**src/rtl/insn_fetch_resp_if.sv**
```systemverilog
// ---------------------------------------------------------------------------
// insn_fetch_resp_if
// Bundles the core-side fetch handshake and the memory-side read port of
// insn_fetch_resp.
//   slave  : the fetch responder (consumes fetch requests, issues memory reads)
//   master : the environment (core + memory) driving the responder
// Core side  : fetch_req, fetch_pc, fetch_hart_id, fetch_flush, inv ->
//              insn, insn_valid, fetch_stall, fetch_err
// Memory side: mem_rd_req, mem_addr -> mem_rd_data, mem_ack
// ---------------------------------------------------------------------------
interface insn_fetch_resp_if #(
  parameter int HART_NUM = 4
);
  localparam int HART_W = (HART_NUM > 1) ? $clog2(HART_NUM) : 1;

  // Core side
  logic              fetch_req;
  logic [31:0]       fetch_pc;
  logic [HART_W-1:0] fetch_hart_id;
  logic              fetch_flush;
  logic              inv;
  logic [31:0]       insn;
  logic              insn_valid;
  logic              fetch_stall;
  logic              fetch_err;

  // Memory side
  logic              mem_rd_req;
  logic [31:0]       mem_addr;
  logic [31:0]       mem_rd_data;
  logic              mem_ack;

  modport slave (
    input  fetch_req, fetch_pc, fetch_hart_id, fetch_flush, inv,
    input  mem_rd_data, mem_ack,
    output insn, insn_valid, fetch_stall, fetch_err,
    output mem_rd_req, mem_addr
  );

  modport master (
    output fetch_req, fetch_pc, fetch_hart_id, fetch_flush, inv,
    output mem_rd_data, mem_ack,
    input  insn, insn_valid, fetch_stall, fetch_err,
    input  mem_rd_req, mem_addr
  );
endinterface

```
**src/rtl/insn_fetch_resp.sv**
```systemverilog
// ---------------------------------------------------------------------------
// insn_fetch_resp
// Per-hart single-entry instruction buffer in front of a simple memory read
// port. A request whose hart entry holds the same pc is answered in the same
// cycle; otherwise the core is stalled while the line is read from memory,
// after which the retried fetch hits.
//
// Ports
//   clk    : clock, all state changes on the rising edge
//   reset  : asynchronous active-high reset
//   bus    : insn_fetch_resp_if.slave (core fetch handshake + memory read)
//
// States
//   IDLE  : serve hits, launch misses, reject misaligned pcs
//   BUSY  : memory read in flight, bounded by TIMEOUT cycles
//   DRAIN : fetch was flushed; wait for the pending ack and drop its data
//   ERR   : timeout or misaligned fetch; left only through fetch_flush
// ---------------------------------------------------------------------------
`ifndef OP_NOP
`define OP_NOP 32'h0000_0013
`endif

module insn_fetch_resp #(
  parameter int HART_NUM = 4,
  parameter int TIMEOUT  = 16
) (
  input  logic               clk,
  input  logic               reset,
  insn_fetch_resp_if.slave   bus
);

  localparam int HART_W = (HART_NUM > 1) ? $clog2(HART_NUM) : 1;
  localparam int CNT_W  = $clog2(TIMEOUT + 1);
  localparam logic [CNT_W-1:0] CNT_LAST = CNT_W'(TIMEOUT - 1);
  localparam logic [CNT_W-1:0] CNT_MAX  = {CNT_W{1'b1}};

  typedef enum logic [1:0] {
    S_IDLE,
    S_BUSY,
    S_DRAIN,
    S_ERR
  } state_e;

  state_e            state_q, state_d;
  logic [CNT_W-1:0]  cnt_q, cnt_d;
  logic [31:0]       pc_q, pc_d;
  logic [HART_W-1:0] hart_q, hart_d;

  logic [HART_NUM-1:0] valid_q;
  logic [31:0]         tag_q  [HART_NUM];
  logic [31:0]         data_q [HART_NUM];

  logic        fill;
  logic        hit;
  logic        insn_valid_c;
  logic        stall_c;
  logic        err_c;
  logic        rd_req_c;

  assign hit = valid_q[bus.fetch_hart_id] && (tag_q[bus.fetch_hart_id] == bus.fetch_pc);

  // NOTE: every signal assigned here gets a default first, so no path through
  // the case statement can leave a value held and infer a latch.
  always_comb begin
    state_d      = state_q;
    cnt_d        = cnt_q;
    pc_d         = pc_q;
    hart_d       = hart_q;
    fill         = 1'b0;
    insn_valid_c = 1'b0;
    stall_c      = 1'b0;
    err_c        = 1'b0;
    rd_req_c     = 1'b0;

    unique case (state_q)
      S_IDLE: begin
        if (bus.fetch_req) begin
          if (bus.fetch_pc[1:0] != 2'b00) begin
            // Misaligned: report through ERR without touching memory.
            stall_c = 1'b1;
            state_d = S_ERR;
          end else if (hit) begin
            insn_valid_c = 1'b1;
          end else begin
            stall_c = 1'b1;
            pc_d    = bus.fetch_pc;
            hart_d  = bus.fetch_hart_id;
            cnt_d   = '0;
            state_d = S_BUSY;
          end
        end
      end

      S_BUSY: begin
        rd_req_c = 1'b1;
        stall_c  = 1'b1;
        if (cnt_q != CNT_MAX) cnt_d = cnt_q + 1'b1;
        // An ack always completes the fill, even alongside a flush.
        if (bus.mem_ack) begin
          fill    = 1'b1;
          state_d = S_IDLE;
        end else if (bus.fetch_flush) begin
          state_d = S_DRAIN;
        end else if (cnt_q == CNT_LAST) begin
          state_d = S_ERR;
        end
      end

      S_DRAIN: begin
        // Keep the read open until memory answers; the data is dropped.
        rd_req_c = 1'b1;
        stall_c  = 1'b1;
        if (bus.mem_ack) state_d = S_IDLE;
      end

      S_ERR: begin
        err_c   = 1'b1;
        stall_c = 1'b1;
        if (bus.fetch_flush) state_d = S_IDLE;
      end

      default: state_d = S_IDLE;
    endcase
  end

  // Outputs are forced quiet while reset is held, even if the core keeps
  // presenting a request.
  assign bus.insn_valid  = insn_valid_c && !reset;
  assign bus.fetch_stall = stall_c      && !reset;
  assign bus.fetch_err   = err_c        && !reset;
  assign bus.mem_rd_req  = rd_req_c     && !reset;
  assign bus.mem_addr    = pc_q;
  assign bus.insn        = bus.insn_valid ? data_q[bus.fetch_hart_id] : `OP_NOP;

  // NOTE: sequential state uses non-blocking assignments only, so every
  // register samples the pre-edge value of every other register.
  always_ff @(posedge clk or posedge reset) begin
    if (reset) begin
      state_q <= S_IDLE;
      cnt_q   <= '0;
      pc_q    <= '0;
      hart_q  <= '0;
      valid_q <= '0;
      // NOTE: the buffer is small enough to reset in full; tags and data
      // come out of reset as zero rather than unknown.
      for (int i = 0; i < HART_NUM; i++) begin
        tag_q[i]  <= '0;
        data_q[i] <= '0;
      end
    end else begin
      state_q <= state_d;
      cnt_q   <= cnt_d;
      pc_q    <= pc_d;
      hart_q  <= hart_d;
      if (fill) begin
        tag_q[hart_q]  <= pc_q;
        data_q[hart_q] <= bus.mem_rd_data;
      end
      // Invalidate takes priority over a fill landing in the same cycle.
      if (bus.inv) begin
        valid_q <= '0;
      end else if (fill) begin
        valid_q[hart_q] <= 1'b1;
      end
    end
  end

endmodule
```
**src/flat_wrapper.sv**
```systemverilog
// flat-port wrapper written by rule: the top's interface ports become plain ports
module insn_fetch_resp_flat 
#(
  parameter int HART_NUM = 4,
  parameter int TIMEOUT  = 16
)
  (clk, reset, bus_fetch_req, bus_fetch_pc, bus_fetch_hart_id, bus_fetch_flush, bus_inv, bus_mem_rd_data, bus_mem_ack, bus_insn, bus_insn_valid, bus_fetch_stall, bus_fetch_err, bus_mem_rd_req, bus_mem_addr);
  insn_fetch_resp_if #(.HART_NUM(HART_NUM)) bus_i ();
  input  logic clk;
  input  logic reset;
  input wire logic [$bits(bus_i.fetch_req)-1:0] bus_fetch_req;
  input wire logic [$bits(bus_i.fetch_pc)-1:0] bus_fetch_pc;
  input wire logic [$bits(bus_i.fetch_hart_id)-1:0] bus_fetch_hart_id;
  input wire logic [$bits(bus_i.fetch_flush)-1:0] bus_fetch_flush;
  input wire logic [$bits(bus_i.inv)-1:0] bus_inv;
  input wire logic [$bits(bus_i.mem_rd_data)-1:0] bus_mem_rd_data;
  input wire logic [$bits(bus_i.mem_ack)-1:0] bus_mem_ack;
  output wire logic [$bits(bus_i.insn)-1:0] bus_insn;
  output wire logic [$bits(bus_i.insn_valid)-1:0] bus_insn_valid;
  output wire logic [$bits(bus_i.fetch_stall)-1:0] bus_fetch_stall;
  output wire logic [$bits(bus_i.fetch_err)-1:0] bus_fetch_err;
  output wire logic [$bits(bus_i.mem_rd_req)-1:0] bus_mem_rd_req;
  output wire logic [$bits(bus_i.mem_addr)-1:0] bus_mem_addr;
  assign bus_i.fetch_req = bus_fetch_req;
  assign bus_i.fetch_pc = bus_fetch_pc;
  assign bus_i.fetch_hart_id = bus_fetch_hart_id;
  assign bus_i.fetch_flush = bus_fetch_flush;
  assign bus_i.inv = bus_inv;
  assign bus_i.mem_rd_data = bus_mem_rd_data;
  assign bus_i.mem_ack = bus_mem_ack;
  assign bus_insn = bus_i.insn;
  assign bus_insn_valid = bus_i.insn_valid;
  assign bus_fetch_stall = bus_i.fetch_stall;
  assign bus_fetch_err = bus_i.fetch_err;
  assign bus_mem_rd_req = bus_i.mem_rd_req;
  assign bus_mem_addr = bus_i.mem_addr;
  insn_fetch_resp #(.HART_NUM(HART_NUM), .TIMEOUT(TIMEOUT)) u_core (.clk(clk), .reset(reset), .bus(bus_i));
endmodule
```
**config.mk**
```make
export PLATFORM = sky130hd
export DESIGN_NAME = insn_fetch_resp_flat
export DESIGN_NICKNAME = d
export VERILOG_FILES = /design/src/rtl/insn_fetch_resp_if.sv /design/src/rtl/insn_fetch_resp.sv /design/src/flat_wrapper.sv
export SDC_FILE = /design/constraint.sdc
export NUM_CORES = 1
export LEC_CHECK = 0
export BUFFER_PORTS_ARGS = -buffer_cell sky130_fd_sc_hd__buf_2
export CAP_MARGIN = 25
export CORE_AREA = 5 5 160 315
export DETAILED_ROUTE_END_ITERATION = 16
export DIE_AREA = 0 0 165 320
export PLACE_DENSITY = 0.46
export REMOVE_ABC_BUFFERS = 1
export SETUP_SLACK_MARGIN = 0.5
export SYNTH_ARGS = -nofsm -noshare
export SYNTH_HDL_FRONTEND = slang
export SYNTH_SLANG_ARGS = --single-unit
```
**constraint.sdc**
```tcl
create_clock -name clk -period 10.5 [get_ports clk]
set_input_delay 2.1 -clock clk [delete_from_list [all_inputs] [get_ports clk]]
set_output_delay 2.1 -clock clk [all_outputs]
set_load 0.01 [all_outputs]
```
==> results of run 1 <==
-- stage by stage --
stage	power (W)	hold slack [ns]	setup WS [ns]	util, %
5_1_grt	0.00473	0.512	2.12	34.8
3_5_place_dp	0.00333	0.487	2.28	32.4
2_1_floorplan	0.00289	0.462	0.0824	-
3_3_place_gp	0.00330	0.479	2.32	32.4
4_1_cts	0.00453	0.501	2.27	34.7
6_report	0.00445	0.497	2.41	34.8
-- routing by layer --
| layer | wire length [um] | vias up | global-route usage (%) |
|---|---|---|---|
| li1 | - | 3759 | - |
| met1 | 14800 | 4443 | 17.0 |
| met2 | 20800 | 170 | 27.3 |
| met3 | 1440 | 54 | 2.16 |
| met4 | 1070 | 4 | 4.31 |
| met5 | 27 | - | 0 |
-- cell families after synthesis --
logic type / synth area share, %
AND/OR/NAND/NOR: 4.50
multiplexers: 34.6
adder cells (fa/ha/maj): 0.712
AO/OA/AOI/OAI: 2.86
flip-flops: 53.6
XOR/XNOR: 1.12
buffers and inverters: 2.62
-- registers in the layout, summed over array words and instances, names as in the netlist --
signal,cells
u_core.state_q,2
u_core.data_q,128
u_core.bus.mem_addr,32
u_core.valid_q,4
u_core.cnt_q,5
u_core.hart_q,2
u_core.tag_q,128
-- layout make-up --
cell class,count,area [um^2],share of cell area (%)
flip-flops and latches,301,7530,45.6
multi-input cells,569,6170,37.4
clock buffers,46,922,5.58
repair buffers,154,846,5.12
well taps,632,791,4.79
clock inverters,10,156,0.947
inverters,23,93.8,0.568
diodes,1,2.50,0.0152
-- power groups by stage --
stage,sequential [W],clock (W),combinational (W)
6_report,0.00200,0.00116,0.00128
5_1_grt,0.00207,0.00126,0.00140
4_1_cts,0.00201,0.00122,0.00131
3_5_place_dp,0.00203,0,0.00130
3_3_place_gp,0.00202,0,0.00128
2_1_floorplan,0.00192,0,0.000962
-- critical path, cell delays in order --
cell	delay [ns]
buf_4	0.55
buf_4	0.47
mux4_2	0.56
xnor2_1	0.25
nand4_1	0.12
nor3_1	0.36
nand4_1	0.14
a2111o_1	0.33
or3_4	0.60
or2_1	0.30
buf_2	0.14
-- worst paths after layout --
path                                                             to                     startpoint  cells past startpoint
worst max-delay path                                    bus_insn[1]           bus_fetch_hart_id[0]                     11
worst min-delay path                  u_core.data_q[89]$_DFFE_PP0P_  u_core.data_q[89]$_DFFE_PP0P_                      1
worst max register to register  u_core.bus.mem_addr[14]$_DFFE_PP0P_   u_core.tag_q[20]$_DFFE_PP0P_                      8
worst min register to register        u_core.data_q[89]$_DFFE_PP0P_  u_core.data_q[89]$_DFFE_PP0P_                      1
max in group asynchronous             u_core.data_q[37]$_DFFE_PP0P_                          reset                      3
min in group asynchronous        u_core.bus.mem_addr[6]$_DFFE_PP0P_                          reset                      3
-- placed cells by master, fill, tap and decap left out, drive strengths merged, types with 8 or more instances in the layout --
| master | instances |
|---|---|
| nor2b | 37 |
| buf | 154 |
| mux2 | 289 |
| mux4 | 60 |
| xnor2 | 16 |
| nand2 | 21 |
| clkbuf | 46 |
| nor2 | 8 |
| mux2i | 25 |
| inv | 23 |
| nand4 | 11 |
| dfrtp | 301 |
| nand2b | 10 |
| o21ai | 11 |
| ha | 8 |
==> reports/results.tsv, run 1 <==
stage	metric	value	unit
outcome	status	complete, no violations	
synthesis	EDFF count, synth	0	
cts	CTS tree	done	
die	Die W	165	um
global_routing	largest net degree at the start of global routing	172	
synthesis	synthesized area	14100	um^2
die	die area	52800	um^2
pwr	Comb power frac	28.8	%
layout	share of cells above drive strength 1	50.4	%
sta	Final Max Slew Viols	0	
critical_path	Crit Path Category	input pin to output pin	
pwr	Pwr Density	269	nW/um^2
global_routing	Overall Global Routing Usage	14.6	%
pwr	LEAKAGE	7.42	nW
pwr	Clk pwr share	26.2	%
critical_path	CP endpoint kind	output pin	
sta	clock skew	0.0190	ns
global_routing	first-pass GRT wire length	59.5	mm
synthesis	YS warnings	0	
synthesis	post-synthesis sequential element count	301	
sta	Tcrit/Tclk final	77.0	%
placed_design	Post-DP Area	15400	um^2
global_routing	grt ovf	0	
pwr	Seq pwr share	45.0	%
placed_design	DP Cell Count	1678	
critical_path	WP data required	8.40	ns
global_routing	vias in the first global route	9681	
synthesis	top cells by area, synth	dfrtp_1 (54%), mux2_2 (23%), mux4_2 (9.3%)	
pwr	Worst VDD drop	137	uV
cts	clk_lat worst skew	0.56	ns
pwr	switching power	0.00131	W
route	residual DRC count	0	
layout	Fillers	4783	
die	row cnt	113	
sta	setup TNS	0	ns
synthesis	Yosys top cell by area	dfrtp_1	
die	Core Box Area	47500	um^2
synthesis	ys flop type	dfrtp_1	
route	routed wire length	38.1	mm
cts	Post-CTS Setup Inserts	0	
synthesis	share of the synthesized area in the top cell type	53.6	%
placed_design	Port Buffer Count	139	
sta	fin crit period	8.09	ns
route	drt pass-1 iters	4	
sta	final setup vio count	0	
min_path	Hold WC Path Type	flop to flop	
placed_design	Detail Placement HPWL	25.0	mm
synthesis	Synth Instances	948	
layout	design area	16500	um^2
sta	Relative slew margins	37.2	%
sta	f_max	124	MHz
critical_path	register-to-register setup slack	6.73	ns
die	num ports	140	
critical_path	Crit Path Max Fanout	38	
placed_design	RD Place Congestion	0.824	
cts	H-tree depth	1	
sta	RSZ-0062 raised after global routing	no	
layout	non-filler cells, final	1736	
cts	clk slew on worst S/H paths	0.06	ns
route	initial drt markers	328	
cts	clock sinks	301	
layout	synth-to-layout area growth	17.5	%
synthesis	Seq/Total Area, Yosys	53.6	%
pwr	switching share of power	29.5	%
die	die height	320	um
sta	Hold Violations, Final	0	
critical_path	WP data arrival	5.99	ns
synthesis	Commonest cells post-synth	dfrtp_1 (301), mux2_2 (289), mux4_2 (58)	
synthesis	synth unique cells	49	
synthesis	Syn Area/Cell	14.8	um^2
synthesis	count leader, synth	dfrtp_1	
sta	Worst-Margin Slew	0.943	ns
synthesis	asr flop ratio synth	100	%
cts	Root Buffer Master	clkbuf_16	
cts	# resized after CTS	0	
route	routed vias	8430	
die	initial core utilization	29.6	%
critical_path	Setup crit start kind	input pin	
route	Routed Antenna Nets	0	
cts	Max Root-Sink Buffers	3	
route	routed len/inst	22.0	um
layout	layout net count	1159	
pwr	P_int	0.00313	W
cts	TritonCTS buffer count	30	
route	DR vias/cell	4.86	
run	MaxCap Viol Count	0	
cts	# hold bufs at CTS	0	
global_routing	initial antenna violation count	4	
(Power assumes the default switching activity.)
==> run 2, diff against run 1 <==
--- a/config.mk
+++ b/config.mk
@@ -5,6 +5,7 @@
 export SDC_FILE = /design/constraint.sdc
 export NUM_CORES = 1
 export LEC_CHECK = 0
+export ABC_AREA = 1
 export BUFFER_PORTS_ARGS = -buffer_cell sky130_fd_sc_hd__buf_2
 export CAP_MARGIN = 25
 export CORE_AREA = 5 5 160 315
==> constraint.sdc (replaced) <==
create_clock -name clk -period 6.8 [get_ports clk]
set_input_delay 1.36 -clock clk [delete_from_list [all_inputs] [get_ports clk]]
set_output_delay 1.36 -clock clk [all_outputs]
set_load 0.01 [all_outputs]
==> run 2 against run 1 <==
Sequential power rose by 51%. Synthesized cell count increased by 83%. Clock power is 54% higher. Final cell count is 42% higher. Critical path type unchanged. Largest cell class unchanged. Highest routed layer is now met4.
==> reports/results.tsv, run 2 <==
stage	metric	value	unit	change
synthesis	Commonest cells post-synth	nand2_1 (640), dfrtp_1 (301), o21ai_0 (264)		
min_path	hold depth	2		+1
route	drt pass-1 iters	6		+2
sta	Final Max Slew Viols	0		unchanged
synthesis	synth unique cells	29		-41%
critical_path	crit-path max cell delay	0.65	ns	+0.05 ns
outcome	status	complete, no violations		
critical_path	CP endpoint kind	output pin		
critical_path	Top Family by Delay on Critical Path	buffers and inverters		
layout	design area	16400	um^2	-0.92%
route	routed vias	11668		+38%
critical_path	worst r2r path cells	8		unchanged
route	routed len/inst	17.0	um	-22%
route	residual DRC count	0		unchanged
critical_path	CP Cell Sequence	buf_4, buf_4, nand2_1, nand3_1, nand2_1, xor2_1, nand3_1, nor3_1, nand3_1, nor2_1, nand3_2, buf_4, inv_2, nand2_1, buf_2		
route	initial drt markers	632		+93%
route	routed wire length	42.1	mm	+10%
synthesis	synthesized area	14100	um^2	+0.40%
sta	RSZ-0062 raised after global routing	no		
route	DRT met1 WL	17.7	mm	+20%
layout	share of cells above drive strength 1	13.5	%	-37 points
cts	clock sinks	301		unchanged
synthesis	compound-gate portion of the synthesized area	15.2	%	+12 points
layout	Fillers	5160		+7.9%
die	num ports	140		unchanged
global_routing	initial antenna violation count	0		-4
sta	Relative slew margins	43.0	%	+5.8 points
die	Core Box Area	47500	um^2	unchanged
cts	Root Buffer Master	clkbuf_16		
critical_path	Buf+Inv Stages, Crit Path	5		+2
critical_path	WP data required	5.44	ns	-2.96 ns
synthesis	Yosys top cell by area	dfrtp_1		
layout	most frequent cells in the layout	nand2_1 (638), dfrtp_1 (301), o21ai_0 (264)		
cts	clk_lat worst skew	0.58	ns	+0.02 ns
synthesis	Synth Instances	1739		+83%
run	MaxCap Viol Count	0		unchanged
sta	Worst-Margin Slew	0.855	ns	-0.0872 ns
layout	synth-to-layout area growth	15.9	%	
sta	clock skew	0.0141	ns	-0.00486 ns
synthesis	count leader, synth	nand2_1		
route	Routed Antenna Nets	0		unchanged
synthesis	ys flop type	dfrtp_1		
cts	clk slew on worst S/H paths	0.07	ns	about the same
die	Die W	165	um	unchanged
layout	most common cell after layout, fill and taps aside	nand2_1		
route	DR WL met2	21.7	mm	+4.0%
placed_design	Post-DP Area	15300	um^2	-0.71%
sta	Hold Violations, Final	0		unchanged
global_routing	largest net degree at the start of global routing	130		-24%
cts	Max Root-Sink Buffers	3		unchanged
critical_path	register-to-register setup slack	3.89	ns	-2.84 ns
cts	TritonCTS buffer count	29		-3.3%
critical_path	worst r2r dst	u_core.data_q[2]$_DFFE_PP0P_		
synthesis	Syn Area/Cell	8.11	um^2	-45%
synthesis	Seq/Total Area, Yosys	53.4	%	-0.21 points
sta	final setup vio count	0		unchanged
synthesis	YS warnings	0		unchanged
sta	Tcrit/Tclk final	78.2	%	
placed_design	Port Buffer Count	139		unchanged
synthesis	post-synthesis adder-cell area fraction	0.709	%	-0.0028 points
synthesis	share of the synthesized area in the top cell type	53.4	%	-0.21 points
min_path	Hold WC Path Type	flop to flop		
min_path	Worst Hold Path EP	u_core.data_q[104]$_DFFE_PP0P_		
synthesis	Post-Synth XOR/XNOR Area	0.372	%	-0.75 points
synthesis	post-synthesis sequential element count	301		unchanged
critical_path	Critical R2R Launch	u_core.state_q[1]$_DFFE_PP0P_		
cts	# resized after CTS	0		unchanged
route	met3 wire len	1.60	mm	+11%
placed_design	RD Place Congestion	0.786		-4.7%
critical_path	WP data arrival	3.96	ns	-2.03 ns
pwr	Worst VDD drop	185	uV	+35%
critical_path	Setup crit start kind	input pin		
sta	f_max	188	MHz	
placed_design	DP Cell Count	2418		+44%
die	die height	320	um	unchanged
pwr	Pwr Density	407	nW/um^2	+51%
synthesis	asr flop ratio synth	100	%	unchanged
synthesis	Post-Synth Simple-Gate Area	23.6	%	+19 points
cts	Post-CTS Setup Inserts	0		unchanged
synthesis	top cells by area, synth	dfrtp_1 (53%), nand2_1 (17%), o21ai_0 (9.4%)		
sta	fin crit period	5.32	ns	
critical_path	crit path max-delay cell type	buf_4		
layout	final core occ	34.4	%	-0.32 points
layout	layout net count	1898		+64%
die	die area	52800	um^2	unchanged
cts	CTS tree	done		
critical_path	Crit Path Max Fanout	69		+82%
placed_design	Detail Placement HPWL	27.6	mm	+11%
cts	# hold bufs at CTS	0		unchanged
layout	antenna cells	0		-1
die	row cnt	113		unchanged
layout	non-filler cells, final	2473		+42%
global_routing	vias in the first global route	11958		+24%
synthesis	EDFF count, synth	0		unchanged
global_routing	Overall Global Routing Usage	16.0	%	+1.4 points
synthesis	multiplexer share of the synthesized area	0	%	-35 points
cts	H-tree depth	1		unchanged
global_routing	grt ovf	0		unchanged
synthesis	main combinational cell family by area after synthesis	simple AND/OR/NAND/NOR gates		
pwr	LEAKAGE	8.00	nW	+7.8%
global_routing	first-pass GRT wire length	67.2	mm	+13%
min_path	HP Start	u_core.data_q[104]$_DFFE_PP0P_		
route	DR vias/cell	4.72		-2.8%
route	Top Metal Used	met4		
die	initial core utilization	29.7	%	+0.12 points
critical_path	Crit Path Category	input pin to output pin		
==> run 2: cell count changes in the layout (fill, tap and decap cells not counted), sizes merged, moves of 60 or more <==
cell / delta
nand3: +98
nand2: +620
mux2: -289
mux4: -60
o21ai: +284
inv: +94
==> run 2: metal layers <==
metal,GRT usage [%],up-vias
met5,0,-
met1,19.9,5611
met2,28.8,224
li1,-,5782
met4,4.92,0
met3,1.79,51
==> run 2: power breakdown <==
part	switching, W	total (W)	internal, W
clock network	0.000731	0.00179	0.00106
logic	0.00115	0.00185	0.000699
registers	0.000431	0.00301	0.00257
==> run 2: how the worst max path moves through the flow <==
stage	start	end	slack, ns	depth (start not counted)
3_3_place_gp	bus_fetch_hart_id[1]	bus_insn[0]	1.46	16
3_5_place_dp	bus_fetch_hart_id[0]	bus_insn[0]	1.44	15
5_1_grt	bus_fetch_hart_id[0]	bus_insn[0]	1.18	15
4_1_cts	bus_fetch_hart_id[0]	bus_insn[0]	1.44	15
2_1_floorplan	reset	u_core.bus.mem_addr[0]$_DFFE_PP0P_	-2.88	1
6_report	bus_fetch_hart_id[0]	bus_insn[0]	1.48	15
==> run 2: area by class of cell <==
cell class | instances | area (um^2) | share of cell area [%]
flip-flops and latches | 301 | 7530 | 46.0
inverters | 116 | 447 | 2.73
clock inverters | 13 | 226 | 1.38
repair buffers | 157 | 891 | 5.45
clock buffers | 41 | 811 | 4.96
well taps | 632 | 791 | 4.83
multi-input cells | 1213 | 5660 | 34.6
==> run 2: kinds of logic (layout without fill, tap and decap cells) <==
group	after synthesis	in the layout
xor+xnor	6	6
buf+inv	225	327
simple gates	831	831
flops	301	301
fa+ha+maj	8	8
compound gates	368	368
==> run 2: worst register-to-register path, delay by kind of cell (launching register included) <==
| family | cells | cell delay, ns |
|---|---|---|
| fa+ha+maj | 1 | 0.36 |
| flops | 1 | 0.42 |
| simple gates | 3 | 0.88 |
| buf+inv | 3 | 1.02 |
| compound gates | 1 | 0.09 |
==> run 2: metrics by stage <==
stage          setup TNS (ns)  hold slack, ns  total power, W  setup WS [ns]
6_report                    0           0.484         0.00665           1.48
5_1_grt                     0           0.506         0.00718           1.18
4_1_cts                     0           0.489         0.00676           1.44
3_5_place_dp                0           0.473         0.00493           1.44
3_3_place_gp                0           0.466         0.00488           1.46
2_1_floorplan         -866.15           0.453         0.00425          -2.88
==> run 3, diff against run 2 <==
==> constraint.sdc (replaced) <==
create_clock -name clk -period 4.7 [get_ports clk]
set_input_delay 0.94 -clock clk [delete_from_list [all_inputs] [get_ports clk]]
set_output_delay 0.94 -clock clk [all_outputs]
set_load 0.01 [all_outputs]
==> run 3 against run 2 <==
Register-to-register slack got worse by 2.0 ns. Sequential cell count unchanged. Routed wire length up 2.8%. Sequential share of layout area is 0.59 points lower. First-iteration DRC count rose by 25%. Clock power increased by 40%. Clock skew down 0.0030 ns. Die area did not move. Critical path type unchanged. Highest routed layer unchanged.
==> reports/results.tsv, run 3 (synthesis gave the netlist of run 2 again) <==
stage	metric	value	unit	change
min_path	Hold WC Path Type	flop to flop		
die	num ports	140		unchanged
critical_path	Crit Path Max Fanout	28		-59%
route	DR vias/cell	4.73		+0.26%
placed_design	DP Cell Count	2429		+0.45%
placed_design	Detail Placement HPWL	28.0	mm	+1.5%
layout	layout net count	1912		+0.74%
global_routing	largest net degree at the start of global routing	130		unchanged
sta	final setup vio count	0		unchanged
sta	setup TNS	0	ns	unchanged
critical_path	crit-path max cell delay	0.28	ns	-0.37 ns
layout	non-filler cells, final	2487		+0.57%
sta	Tcrit/Tclk final	85.5	%	
die	Core Box Area	47500	um^2	unchanged
route	routed len/inst	17.4	um	+2.3%
cts	Max Root-Sink Buffers	3		unchanged
global_routing	vias in the first global route	11922		-0.30%
pwr	Comb power frac	28.4	%	+0.5 points
die	Die W	165	um	unchanged
critical_path	CP Cell Sequence	buf_6, clkinv_8, buf_4, nand2_1, nand3_1, nand2_1, xor2_1, nand3_1, nor2_1, and3_1, nand3_2, buf_12, inv_2, nand2_1, buf_2		
route	routed wire length	43.3	mm	+2.8%
placed_design	Port Buffer Count	139		unchanged
pwr	switching share of power	35.2	%	+0.38 points
sta	fin crit period	4.02	ns	
critical_path	Crit Path Category	input pin to output pin		
global_routing	first-pass GRT wire length	67.8	mm	+0.91%
cts	TritonCTS buffer count	29		unchanged
sta	Relative slew margins	39.0	%	-4.0 points
critical_path	cell repeated most along the worst path	nand2_1		
layout	antenna cells	0		unchanged
pwr	Pwr Total	0.00959	W	+44%
pwr	P_int	0.00621	W	+43%
sta	Worst-Margin Slew	0.915	ns	+0.0596 ns
layout	most frequent cells in the layout	nand2_1 (638), dfrtp_1 (301), o21ai_0 (264)		
cts	# hold bufs at CTS	0		unchanged
layout	synth-to-layout area growth	17.4	%	
pwr	Clk pwr share	26.1	%	-0.8 points
critical_path	crit path max-delay cell type	xor2_1		
die	die area	52800	um^2	unchanged
die	die height	320	um	unchanged
pwr	Worst VDD drop	244	uV	+32%
sta	f_max	249	MHz	
outcome	status	complete, no violations		
placed_design	RD Place Congestion	0.786		about the same
cts	CTS tree	done		
pwr	switching power	0.00338	W	+46%
critical_path	Setup crit start kind	input pin		
die	initial core utilization	29.7	%	unchanged
sta	WHS	0.484	ns	+0.0000280 ns
die	row cnt	113		unchanged
route	initial drt markers	788		+25%
layout	share of cells above drive strength 1	14.6	%	+1.0 points
sta	RSZ-0062 raised after global routing	no		
pwr	Pwr Density	579	nW/um^2	+42%
cts	clock sinks	301		unchanged
route	routed vias	11765		+0.83%
cts	clk slew on worst S/H paths	0.06	ns	about the same
critical_path	CP endpoint kind	output pin		
critical_path	WP data arrival	3.08	ns	-0.88 ns
pwr	LEAKAGE	8.10	nW	+1.3%
sta	clock skew	0.0111	ns	-0.00301 ns
cts	clk_lat worst skew	0.56	ns	-0.02 ns
global_routing	initial antenna violation count	0		unchanged
global_routing	Overall Global Routing Usage	16.1	%	+0.031 points
sta	Hold Violations, Final	0		unchanged
route	residual DRC count	0		unchanged
cts	H-tree depth	1		unchanged
global_routing	grt ovf	0		unchanged
layout	most common cell after layout, fill and taps aside	nand2_1		
route	Routed Antenna Nets	0		unchanged
route	drt pass-1 iters	5		-1
pwr	Seq pwr share	45.6	%	+0.4 points
run	MaxCap Viol Count	0		unchanged
cts	Root Buffer Master	clkbuf_16		
sta	Final Max Slew Viols	0		unchanged
critical_path	WP data required	3.76	ns	-1.68 ns
[run 3: cell types whose count changed in the layout (fill, tap and decap cells not counted), sizes merged]
cell	change
buf	+11
bufinv	-3
clkbuf	+3
clkinvlp	+2
clkinv	+1
[run 3: power by group through the flow]
stage | Clock [W] | Combinational, W | Sequential [W]
final | 0.00250 | 0.00272 | 0.00437
after global routing | 0.00268 | 0.00319 | 0.00451
after CTS | 0.00260 | 0.00277 | 0.00436
after detailed placement | 0 | 0.00276 | 0.00440
after global placement | 0 | 0.00270 | 0.00438
after floorplan | 0 | 0.00185 | 0.00430
[run 3: layout make-up]
cell class | count | area (um^2)
Clock buffer | 42 | 875
Clock inverter | 12 | 144
Fill cell | 5145 | 30900
Inverter | 116 | 458
Multi-Input combinational cell | 1213 | 5690
Sequential cell | 301 | 7530
Tap cell | 632 | 791
Timing Repair Buffer | 170 | 1080
Timing Repair inverter | 1 | 8.76
[run 3: repair_timing]
item / 4_1_cts / 5_1_grt
setup buffers: 0 / 0
endpoints found under the setup margin: 0 / 34
gates resized for setup: 0 / 12
[run 3: path summary, 6_finish.rpt]
path                                               startpoint  depth (start not counted)  slack [ns]                       endpoint
worst max register to register  u_core.state_q[1]$_DFFE_PP0P_                          7        1.89  u_core.data_q[47]$_DFFE_PP0P_
worst min-delay path            u_core.data_q[43]$_DFFE_PP0P_                          2        0.48  u_core.data_q[43]$_DFFE_PP0P_
worst max-delay path                     bus_fetch_hart_id[0]                         15        0.68                    bus_insn[0]
max in group asynchronous                               reset                          3        3.07  u_core.data_q[46]$_DFFE_PP0P_
min in group asynchronous                               reset                          2        0.63  u_core.state_q[0]$_DFFE_PP0P_
worst min register to register  u_core.data_q[43]$_DFFE_PP0P_                          2        0.48  u_core.data_q[43]$_DFFE_PP0P_
[run 3: routing by layer]
layer | share of wire (%) | vias up | wire [um] | global-route usage (%)
li1 | - | 5821 | - | -
met1 | 42 | 5642 | 18300 | 20.5
met2 | 52 | 256 | 22500 | 28.7
met3 | 3.8 | 46 | 1630 | 1.88
met4 | 2.2 | 0 | 937 | 4.03
met5 | 0 | - | 0 | 0
[run 3: critical path: cells and delay by family]
family	cells	cell delay [ns]
buffers and inverters	6	0.94
and+or+nand+nor	8	0.88
xor gates and xnor gates	1	0.28
[run 3: per-stage QoR]
stage	setup slack [ns]	cell area [um^2]	util, %
2_1_floorplan	-4.56	13600	-
3_3_place_gp	0.540	15400	32.4
3_5_place_dp	0.515	15400	32.4
4_1_cts	0.520	16400	34.6
5_1_grt	0.524	16600	34.9
6_report	0.681	16600	34.9
